## src/rtl/lsu_ctrl_if.sv

```systemverilog
`default_nettype none
// ============================================================================
// Module      : lsu_ctrl_if
// Description : AGU command, BIU command/response and write-back signals of
//               the load/store unit controller, with master/slave views.
// Revision    : 1.0 - initial release
// ============================================================================
interface lsu_ctrl_if #(
    parameter int XLEN       = 32,
    parameter int ADDR_SIZE  = 32,
    parameter int ITAG_WIDTH = 4
);
    logic                  agu_cmd_valid;
    logic                  agu_cmd_ready;
    logic [ADDR_SIZE-1:0]  agu_cmd_addr;
    logic                  agu_cmd_read;
    logic [XLEN-1:0]       agu_cmd_wdata;
    logic [XLEN/8-1:0]     agu_cmd_wmask;
    logic [1:0]            agu_cmd_size;
    logic                  agu_cmd_usign;
    logic [ITAG_WIDTH-1:0] agu_cmd_itag;

    logic                  biu_cmd_valid;
    logic                  biu_cmd_ready;
    logic [ADDR_SIZE-1:0]  biu_cmd_addr;
    logic                  biu_cmd_read;
    logic [XLEN-1:0]       biu_cmd_wdata;
    logic [XLEN/8-1:0]     biu_cmd_wmask;

    logic                  biu_rsp_valid;
    logic                  biu_rsp_ready;
    logic [XLEN-1:0]       biu_rsp_rdata;
    logic                  biu_rsp_err;

    logic                  lsu_o_valid;
    logic                  lsu_o_ready;
    logic [XLEN-1:0]       lsu_o_wbck_wdat;
    logic [ITAG_WIDTH-1:0] lsu_o_wbck_itag;
    logic                  lsu_o_wbck_err;
    logic                  lsu_o_misalgn;
    logic                  lsu_idle;

    // Environment side: drives AGU commands, BIU responses and write-back ready
    modport master (
        output agu_cmd_valid, agu_cmd_addr, agu_cmd_read, agu_cmd_wdata,
               agu_cmd_wmask, agu_cmd_size, agu_cmd_usign, agu_cmd_itag,
        input  agu_cmd_ready,
        input  biu_cmd_valid, biu_cmd_addr, biu_cmd_read, biu_cmd_wdata,
               biu_cmd_wmask,
        output biu_cmd_ready,
        output biu_rsp_valid, biu_rsp_rdata, biu_rsp_err,
        input  biu_rsp_ready,
        input  lsu_o_valid, lsu_o_wbck_wdat, lsu_o_wbck_itag, lsu_o_wbck_err,
               lsu_o_misalgn, lsu_idle,
        output lsu_o_ready
    );

    modport slave (
        input  agu_cmd_valid, agu_cmd_addr, agu_cmd_read, agu_cmd_wdata,
               agu_cmd_wmask, agu_cmd_size, agu_cmd_usign, agu_cmd_itag,
        output agu_cmd_ready,
        output biu_cmd_valid, biu_cmd_addr, biu_cmd_read, biu_cmd_wdata,
               biu_cmd_wmask,
        input  biu_cmd_ready,
        input  biu_rsp_valid, biu_rsp_rdata, biu_rsp_err,
        output biu_rsp_ready,
        output lsu_o_valid, lsu_o_wbck_wdat, lsu_o_wbck_itag, lsu_o_wbck_err,
               lsu_o_misalgn, lsu_idle,
        input  lsu_o_ready
    );
endinterface
`default_nettype wire

```

## src/rtl/lsu_ctrl.sv

```systemverilog
`default_nettype none
// ============================================================================
// Module      : lsu_ctrl
// Description : Load/store controller: forwards AGU commands to the BIU, keeps
//               an in-order tag FIFO and aligns/extends load write-back data.
//               Optional misalignment checking: LSU_MISALIGN_CHK_EN.
// Revision    : 1.0 - initial release
// ============================================================================
module lsu_ctrl #(
    parameter int XLEN       = 32,
    parameter int ADDR_SIZE  = 32,
    parameter int ITAG_WIDTH = 4,
    parameter int OUTS_DEPTH = 2
) (
    input  wire logic   clk,
    input  wire logic   rst,
    lsu_ctrl_if.slave   bus
);
    localparam int C_PTR_W = (OUTS_DEPTH > 1) ? $clog2(OUTS_DEPTH) : 1;
    localparam int C_CNT_W = $clog2(OUTS_DEPTH) + 1;
    localparam logic [C_PTR_W-1:0] C_LAST_PTR = C_PTR_W'(OUTS_DEPTH - 1);
    localparam logic [C_CNT_W-1:0] C_FULL_CNT = C_CNT_W'(OUTS_DEPTH);

    typedef struct packed {
        logic [ITAG_WIDTH-1:0] itag;
        logic                  read;
        logic [1:0]            size;
        logic                  usign;
        logic [1:0]            addr_lo;
        logic                  misalgn;
    } entry_t;

    entry_t               r_fifo [OUTS_DEPTH];
    logic [C_PTR_W-1:0]   r_rptr;
    logic [C_PTR_W-1:0]   r_wptr;
    logic [C_CNT_W-1:0]   r_count;

    logic                 w_full;
    logic                 w_empty;
    logic                 w_misalgn;
    logic                 w_push;
    logic                 w_pop;
    entry_t               w_new;
    entry_t               w_head;
    logic [XLEN-1:0]      w_sh;
    logic [XLEN-1:0]      w_ld_data;

    assign w_full  = (r_count == C_FULL_CNT);
    assign w_empty = (r_count == '0);

`ifdef LSU_MISALIGN_CHK_EN
    assign w_misalgn = ((bus.agu_cmd_size == 2'b01) & bus.agu_cmd_addr[0])
                     | ((bus.agu_cmd_size == 2'b10) & (bus.agu_cmd_addr[1:0] != 2'b00))
                     |  (bus.agu_cmd_size == 2'b11);
`else
    assign w_misalgn = 1'b0;
`endif

    // ------------------------------------------------------------------
    // Command path
    // ------------------------------------------------------------------
    assign bus.biu_cmd_valid = ~rst & bus.agu_cmd_valid & ~w_full & ~w_misalgn;
    assign bus.agu_cmd_ready = ~rst & ~w_full & (bus.biu_cmd_ready | w_misalgn);
    assign bus.biu_cmd_addr  = bus.agu_cmd_addr;
    assign bus.biu_cmd_read  = bus.agu_cmd_read;
    assign bus.biu_cmd_wdata = bus.agu_cmd_wdata;
    assign bus.biu_cmd_wmask = bus.agu_cmd_wmask;

    assign w_push = bus.agu_cmd_valid & bus.agu_cmd_ready;

    assign w_new.itag    = bus.agu_cmd_itag;
    assign w_new.read    = bus.agu_cmd_read;
    assign w_new.size    = bus.agu_cmd_size;
    assign w_new.usign   = bus.agu_cmd_usign;
    assign w_new.addr_lo = bus.agu_cmd_addr[1:0];
    assign w_new.misalgn = w_misalgn;

    // ------------------------------------------------------------------
    // Response path; a misaligned head completes without a bus response
    // ------------------------------------------------------------------
    assign w_head = r_fifo[r_rptr];

    assign bus.lsu_o_valid   = ~rst & ~w_empty & (w_head.misalgn | bus.biu_rsp_valid);
    assign bus.biu_rsp_ready = ~rst & ~w_empty & ~w_head.misalgn & bus.lsu_o_ready;

    assign w_pop = bus.lsu_o_valid & bus.lsu_o_ready;

    assign w_sh = bus.biu_rsp_rdata >> {w_head.addr_lo, 3'b000};

    always_comb begin
        w_ld_data = w_sh;
        case (w_head.size)
            2'b00:   w_ld_data = {{(XLEN-8){~w_head.usign & w_sh[7]}},   w_sh[7:0]};
            2'b01:   w_ld_data = {{(XLEN-16){~w_head.usign & w_sh[15]}}, w_sh[15:0]};
            default: w_ld_data = w_sh;
        endcase
    end

    assign bus.lsu_o_wbck_wdat = (~w_head.read | w_head.misalgn | bus.biu_rsp_err)
                                 ? '0 : w_ld_data;
    assign bus.lsu_o_wbck_itag = w_head.itag;
    assign bus.lsu_o_wbck_err  = w_head.misalgn | bus.biu_rsp_err;

`ifdef LSU_MISALIGN_CHK_EN
    assign bus.lsu_o_misalgn = w_head.misalgn;
`else
    assign bus.lsu_o_misalgn = 1'b0;
`endif

    assign bus.lsu_idle = w_empty;

    // ------------------------------------------------------------------
    // Tag FIFO state
    // ------------------------------------------------------------------
    always_ff @(posedge clk) begin
        if (w_push) begin
            r_fifo[r_wptr] <= w_new;
        end
    end

    always_ff @(posedge clk) begin
        if (rst) begin
            r_rptr  <= '0;
            r_wptr  <= '0;
            r_count <= '0;
        end else begin
            if (w_push) begin
                r_wptr <= (r_wptr == C_LAST_PTR) ? '0 : r_wptr + 1'b1;
            end
            if (w_pop) begin
                r_rptr <= (r_rptr == C_LAST_PTR) ? '0 : r_rptr + 1'b1;
            end
            case ({w_push, w_pop})
                2'b10:   r_count <= r_count + 1'b1;
                2'b01:   r_count <= r_count - 1'b1;
                default: r_count <= r_count;
            endcase
        end
    end
endmodule
`default_nettype wire

```

## src/flat_wrapper.sv

```systemverilog
// flat-port wrapper written by rule: the top's interface ports become plain ports
module lsu_ctrl_flat 
#(
    parameter int XLEN       = 32,
    parameter int ADDR_SIZE  = 32,
    parameter int ITAG_WIDTH = 4,
    parameter int OUTS_DEPTH = 2
)
  (clk, rst, bus_agu_cmd_valid, bus_agu_cmd_addr, bus_agu_cmd_read, bus_agu_cmd_wdata, bus_agu_cmd_wmask, bus_agu_cmd_size, bus_agu_cmd_usign, bus_agu_cmd_itag, bus_agu_cmd_ready, bus_biu_cmd_valid, bus_biu_cmd_addr, bus_biu_cmd_read, bus_biu_cmd_wdata, bus_biu_cmd_wmask, bus_biu_cmd_ready, bus_biu_rsp_valid, bus_biu_rsp_rdata, bus_biu_rsp_err, bus_biu_rsp_ready, bus_lsu_o_valid, bus_lsu_o_wbck_wdat, bus_lsu_o_wbck_itag, bus_lsu_o_wbck_err, bus_lsu_o_misalgn, bus_lsu_idle, bus_lsu_o_ready);
  lsu_ctrl_if #(.XLEN(XLEN), .ADDR_SIZE(ADDR_SIZE), .ITAG_WIDTH(ITAG_WIDTH)) bus_i ();
  input  wire logic clk;
  input  wire logic rst;
  input wire logic [$bits(bus_i.agu_cmd_valid)-1:0] bus_agu_cmd_valid;
  input wire logic [$bits(bus_i.agu_cmd_addr)-1:0] bus_agu_cmd_addr;
  input wire logic [$bits(bus_i.agu_cmd_read)-1:0] bus_agu_cmd_read;
  input wire logic [$bits(bus_i.agu_cmd_wdata)-1:0] bus_agu_cmd_wdata;
  input wire logic [$bits(bus_i.agu_cmd_wmask)-1:0] bus_agu_cmd_wmask;
  input wire logic [$bits(bus_i.agu_cmd_size)-1:0] bus_agu_cmd_size;
  input wire logic [$bits(bus_i.agu_cmd_usign)-1:0] bus_agu_cmd_usign;
  input wire logic [$bits(bus_i.agu_cmd_itag)-1:0] bus_agu_cmd_itag;
  output wire logic [$bits(bus_i.agu_cmd_ready)-1:0] bus_agu_cmd_ready;
  output wire logic [$bits(bus_i.biu_cmd_valid)-1:0] bus_biu_cmd_valid;
  output wire logic [$bits(bus_i.biu_cmd_addr)-1:0] bus_biu_cmd_addr;
  output wire logic [$bits(bus_i.biu_cmd_read)-1:0] bus_biu_cmd_read;
  output wire logic [$bits(bus_i.biu_cmd_wdata)-1:0] bus_biu_cmd_wdata;
  output wire logic [$bits(bus_i.biu_cmd_wmask)-1:0] bus_biu_cmd_wmask;
  input wire logic [$bits(bus_i.biu_cmd_ready)-1:0] bus_biu_cmd_ready;
  input wire logic [$bits(bus_i.biu_rsp_valid)-1:0] bus_biu_rsp_valid;
  input wire logic [$bits(bus_i.biu_rsp_rdata)-1:0] bus_biu_rsp_rdata;
  input wire logic [$bits(bus_i.biu_rsp_err)-1:0] bus_biu_rsp_err;
  output wire logic [$bits(bus_i.biu_rsp_ready)-1:0] bus_biu_rsp_ready;
  output wire logic [$bits(bus_i.lsu_o_valid)-1:0] bus_lsu_o_valid;
  output wire logic [$bits(bus_i.lsu_o_wbck_wdat)-1:0] bus_lsu_o_wbck_wdat;
  output wire logic [$bits(bus_i.lsu_o_wbck_itag)-1:0] bus_lsu_o_wbck_itag;
  output wire logic [$bits(bus_i.lsu_o_wbck_err)-1:0] bus_lsu_o_wbck_err;
  output wire logic [$bits(bus_i.lsu_o_misalgn)-1:0] bus_lsu_o_misalgn;
  output wire logic [$bits(bus_i.lsu_idle)-1:0] bus_lsu_idle;
  input wire logic [$bits(bus_i.lsu_o_ready)-1:0] bus_lsu_o_ready;
  assign bus_i.agu_cmd_valid = bus_agu_cmd_valid;
  assign bus_i.agu_cmd_addr = bus_agu_cmd_addr;
  assign bus_i.agu_cmd_read = bus_agu_cmd_read;
  assign bus_i.agu_cmd_wdata = bus_agu_cmd_wdata;
  assign bus_i.agu_cmd_wmask = bus_agu_cmd_wmask;
  assign bus_i.agu_cmd_size = bus_agu_cmd_size;
  assign bus_i.agu_cmd_usign = bus_agu_cmd_usign;
  assign bus_i.agu_cmd_itag = bus_agu_cmd_itag;
  assign bus_agu_cmd_ready = bus_i.agu_cmd_ready;
  assign bus_biu_cmd_valid = bus_i.biu_cmd_valid;
  assign bus_biu_cmd_addr = bus_i.biu_cmd_addr;
  assign bus_biu_cmd_read = bus_i.biu_cmd_read;
  assign bus_biu_cmd_wdata = bus_i.biu_cmd_wdata;
  assign bus_biu_cmd_wmask = bus_i.biu_cmd_wmask;
  assign bus_i.biu_cmd_ready = bus_biu_cmd_ready;
  assign bus_i.biu_rsp_valid = bus_biu_rsp_valid;
  assign bus_i.biu_rsp_rdata = bus_biu_rsp_rdata;
  assign bus_i.biu_rsp_err = bus_biu_rsp_err;
  assign bus_biu_rsp_ready = bus_i.biu_rsp_ready;
  assign bus_lsu_o_valid = bus_i.lsu_o_valid;
  assign bus_lsu_o_wbck_wdat = bus_i.lsu_o_wbck_wdat;
  assign bus_lsu_o_wbck_itag = bus_i.lsu_o_wbck_itag;
  assign bus_lsu_o_wbck_err = bus_i.lsu_o_wbck_err;
  assign bus_lsu_o_misalgn = bus_i.lsu_o_misalgn;
  assign bus_lsu_idle = bus_i.lsu_idle;
  assign bus_i.lsu_o_ready = bus_lsu_o_ready;
  lsu_ctrl #(.XLEN(XLEN), .ADDR_SIZE(ADDR_SIZE), .ITAG_WIDTH(ITAG_WIDTH), .OUTS_DEPTH(OUTS_DEPTH)) u_core (.clk(clk), .rst(rst), .bus(bus_i));
endmodule
```

## config.mk

```make
export PLATFORM = sky130hd
export DESIGN_NAME = lsu_ctrl_flat
export DESIGN_NICKNAME = d
export VERILOG_FILES = /design/src/rtl/lsu_ctrl_if.sv /design/src/rtl/lsu_ctrl.sv /design/src/flat_wrapper.sv
export SDC_FILE = /design/constraint.sdc
export NUM_CORES = 1
export LEC_CHECK = 0
export ABC_AREA = 1
export CORE_MARGIN = 5
export CORE_UTILIZATION = 34
export CTS_CLUSTER_DIAMETER = 30
export DETAILED_ROUTE_END_ITERATION = 10
export PLACE_DENSITY = 0.89
export REMOVE_ABC_BUFFERS = 1
export SLEW_MARGIN = 20
export SYNTH_ARGS = -nofsm -noshare
export SYNTH_HDL_FRONTEND = slang
export SYNTH_SLANG_ARGS = --single-unit
```

## constraint.sdc

```tcl
create_clock -name clk -period 3.9 [get_ports clk]
set_clock_uncertainty 0.1 [all_clocks]
set_input_delay 0.975 -clock clk [delete_from_list [all_inputs] [get_ports clk]]
set_output_delay 0.975 -clock clk [all_outputs]
set_load 0.02 [all_outputs]
```

==> impl_metrics.csv <==
group,metric,value,unit
status,status,"completed",
yosys,syn_inst,375,
yosys,ys_ff_latch,25,
yosys,yosysMostFrequentCell,"nand2_1",
die,die_w,95.60,um
worst_setup_path,worstSetupEndpointType,"output port",
clock_network,cts_tree,"built",
sta,maxSlewViolCount,0,
worst_setup_path,crit_chain,"clkdlybuf4s50_1, nor2_1, o21ai_2, buf_4, a211oi_1, clkdlybuf4s50_1",
routing,routedWlPerCell,25.63,um
clock_network,clk_pin_slew_worst_paths,80,ps
routing,via_count,2645,
sta,setup_viol,0,
global_route,grt_remaining_overflow,0,
power_and_ir_drop,peakVddDrop,196.4,uV
finish,final_util,0.4420,
place,routabilityCongestion,1.060,
worst_setup_path,cp_common_cell,"clkdlybuf4s50_1",
yosys,synth_warnings,0,
routing,drt_first_pass_iters,5,
die,core,7176,um2
power_and_ir_drop,power_leakage,1.783,nW
yosys,netlist_top_cells_count,"113 x nand2_1, 71 x buf_4, 34 x a21oi_1",
global_route,grt_max_degree,37,
die,io_pins,227,
place,io_buffer_count,93,
clock_network,cts.path.max_buffers,2,
routing,wl,12790,um
place,dp_hpwl,10520,um
die,dieArea,9138,um2
yosys,yosysTopAreaCell,"edfxtp_1",
sta,period_needed,3846,ps
routing,drt_iter0_drc,201,
yosys,synthFlopType,"edfxtp_1",
global_route,grt_use_total,0.2618,
die,rows,31,
clock_network,numCtsBuffers,3,
clock_network,clk_latency,270,ps
worst_setup_path,slowest_delay,670,ps
global_route,grt_pass1_wl,16680,um
finish,nNetsFinal,517,
yosys,synth-edff-count,20,
routing,ant_nets,0,
global_route,grt_pass1_vias,2428,
finish,diodes,0,
clock_network,clock-root-buffer,"clkbuf_8",
sta,finalCritPeriodShare,0.9862,
worst_setup_path,critPathMaxFanout,5,
worst_setup_path,crit_required,2820,ps
yosys,ys_types,25,
yosys,synth_area,2491,um2
sta,max_clock_freq,260.0,MHz
yosys,synthArstFlopShare,0,
routing,vias_per_cell,5.301,
worst_setup_path,cp.arrival,2770,ps
global_route,antenna_found_initial,0,
yosys,synth_seq_area_share,0.2813,
hold_path,hold_path.class,"reg2reg",
die,start_util,0.3472,
clock_network,htreeDepth,1,
worst_setup_path,path_class,"in2out",
place,placed_cell_area,3035,um2
worst_setup_path,start_kind,"input pin",
routing,drc,0,
sta,worst_pin_slew,878.6,ps
finish,area_growth,27.32,%
yosys,synth.avg_cell_area,6.643,um2
sta,rsz0062_at_grt,"no",
power_and_ir_drop,p_per_area,215.0,nW/um2
power_and_ir_drop,power.total,0.6820,mW
run,drv_cap,0,
worst_setup_path,cp_slowest_cell,"clkdlybuf4s50_1",
sta,worst_slack,53.99,ps
sta,slew_headroom,0.4121,
worst_setup_path,worst-path-buf-inv,3,
finish,drive_gt1_frac,0.08750,
yosys,yosys.area.top_type_share,0.2411,
sta,hold_viol_final,0,
yosys,synthTopCellsByArea,"edfxtp_1 24%, buf_4 21%, nand2_1 17%, a21oi_1 6.8%, nand3_1 6.4%",
finish,finalInstanceArea,3172,um2
clock_network,clkSinkCount,25,
worst_setup_path,cp_top_family,"buffers and inverters",
place,pre_cts_ws,-30.02,ps
die,dieHeight,95.60,um
==> power by group <==
part	internal, mW	total (mW)	switching (mW)
logic	0.110	0.235	0.124
clock network	0.0716	0.151	0.0790
registers	0.294	0.297	0.00291
==> final cells by class <==
type / instances / area, um2
timing repair buffer: 106 / 1091
tap: 99 / 123.9
fill: 707 / 4004
sequential: 25 / 700.7
clock buffer: 3 / 41.29
clock inverter: 1 / 5.005
multi-input combinational: 230 / 1079
inverter: 35 / 131.4
==> state kept, by name (all words and copies together), names as in the netlist, named ones only <==
signal and flops:
u_core.r_wptr 1, u_core.r_count 2, u_core.r_fifo 20, u_core.r_rptr 1
==> stage by stage <==
step                      hold slack (ps)  TNS, ps  cells
after floorplan                     359.0        0    289
after global placement              371.6        0    492
after detailed placement            393.3   -31.42    492
after CTS                           408.4        0    496
after global routing                441.4        0    499
final                               409.3        0    499
==> what timing repair did <==
action / CTS / global route
hold buffers: 0 / 0
setup buffers: 0 / 2
pin swaps: 0 / 0
resized for setup: 2 / 24
gates cloned: 0 / 1
setup endpoints to repair: 2 / 22
==> cells by family after synthesis <==
logic type	synth area share
AND/OR/NAND/NOR	0.3124
other	0.001505
buffers and inverters	0.2973
XOR/XNOR	0.003516
AO/OA/AOI/OAI	0.09894
flip-flops	0.2813
adder cells (fa/ha/maj)	0.005022
==> layer usage <==
| metal | track usage | vias up | part of all wire |
|---|---|---|---|
| met5 | 0.09524 | - | 0.0081 |
| met4 | 0.09360 | 4 | 0.049 |
| met3 | 0.2707 | 45 | 0.25 |
| met2 | 0.3723 | 271 | 0.39 |
| met1 | 0.2463 | 1154 | 0.31 |
| li1 | - | 1171 | - |
==> cells in the final DEF (no fill, tap or decap) <==
cell type / count
nand2_1: 113
clkdlybuf4s50_1: 68
a21oi_1: 34
inv_1: 32
nand3_1: 31
nor2_1: 24
dlymetal6s2s_1: 22
edfxtp_1: 20
buf_4: 13
a211oi_1: 7
nand2_2: 5
dfxtp_1: 5
inv_2: 3
nand3_4: 3
clkbuf_8: 3
o21ai_2: 2
o21ai_0: 2
dlygate4sd2_1: 2
nor2_2: 1
nand2_4: 1
nor2_4: 1
nand3_2: 1
xor2_1: 1
and3_1: 1
nor3_1: 1
ha_1: 1
conb_1: 1
clkinv_2: 1
buf_12: 1
==> worst paths after layout <==
kind	from	to	slack, ps	depth (start not counted)
worst max-delay path	bus_biu_rsp_err	bus_lsu_o_wbck_wdat[1]	50	6
worst max register to register	u_core.r_count[0]	u_core.r_fifo[1][5]	1900	6
worst min register to register	u_core.r_wptr	u_core.r_wptr	410	2
worst min-delay path	u_core.r_wptr	u_core.r_wptr	410	2
==> worst reg2reg max path, delay by kind of cell (launching register included) <==
family / cells / cell delay [ps]
buffers and inverters: 1 / 80
DFF: 1 / 380
and+or+nand+nor: 5 / 1070
(Power assumes the default switching activity.)
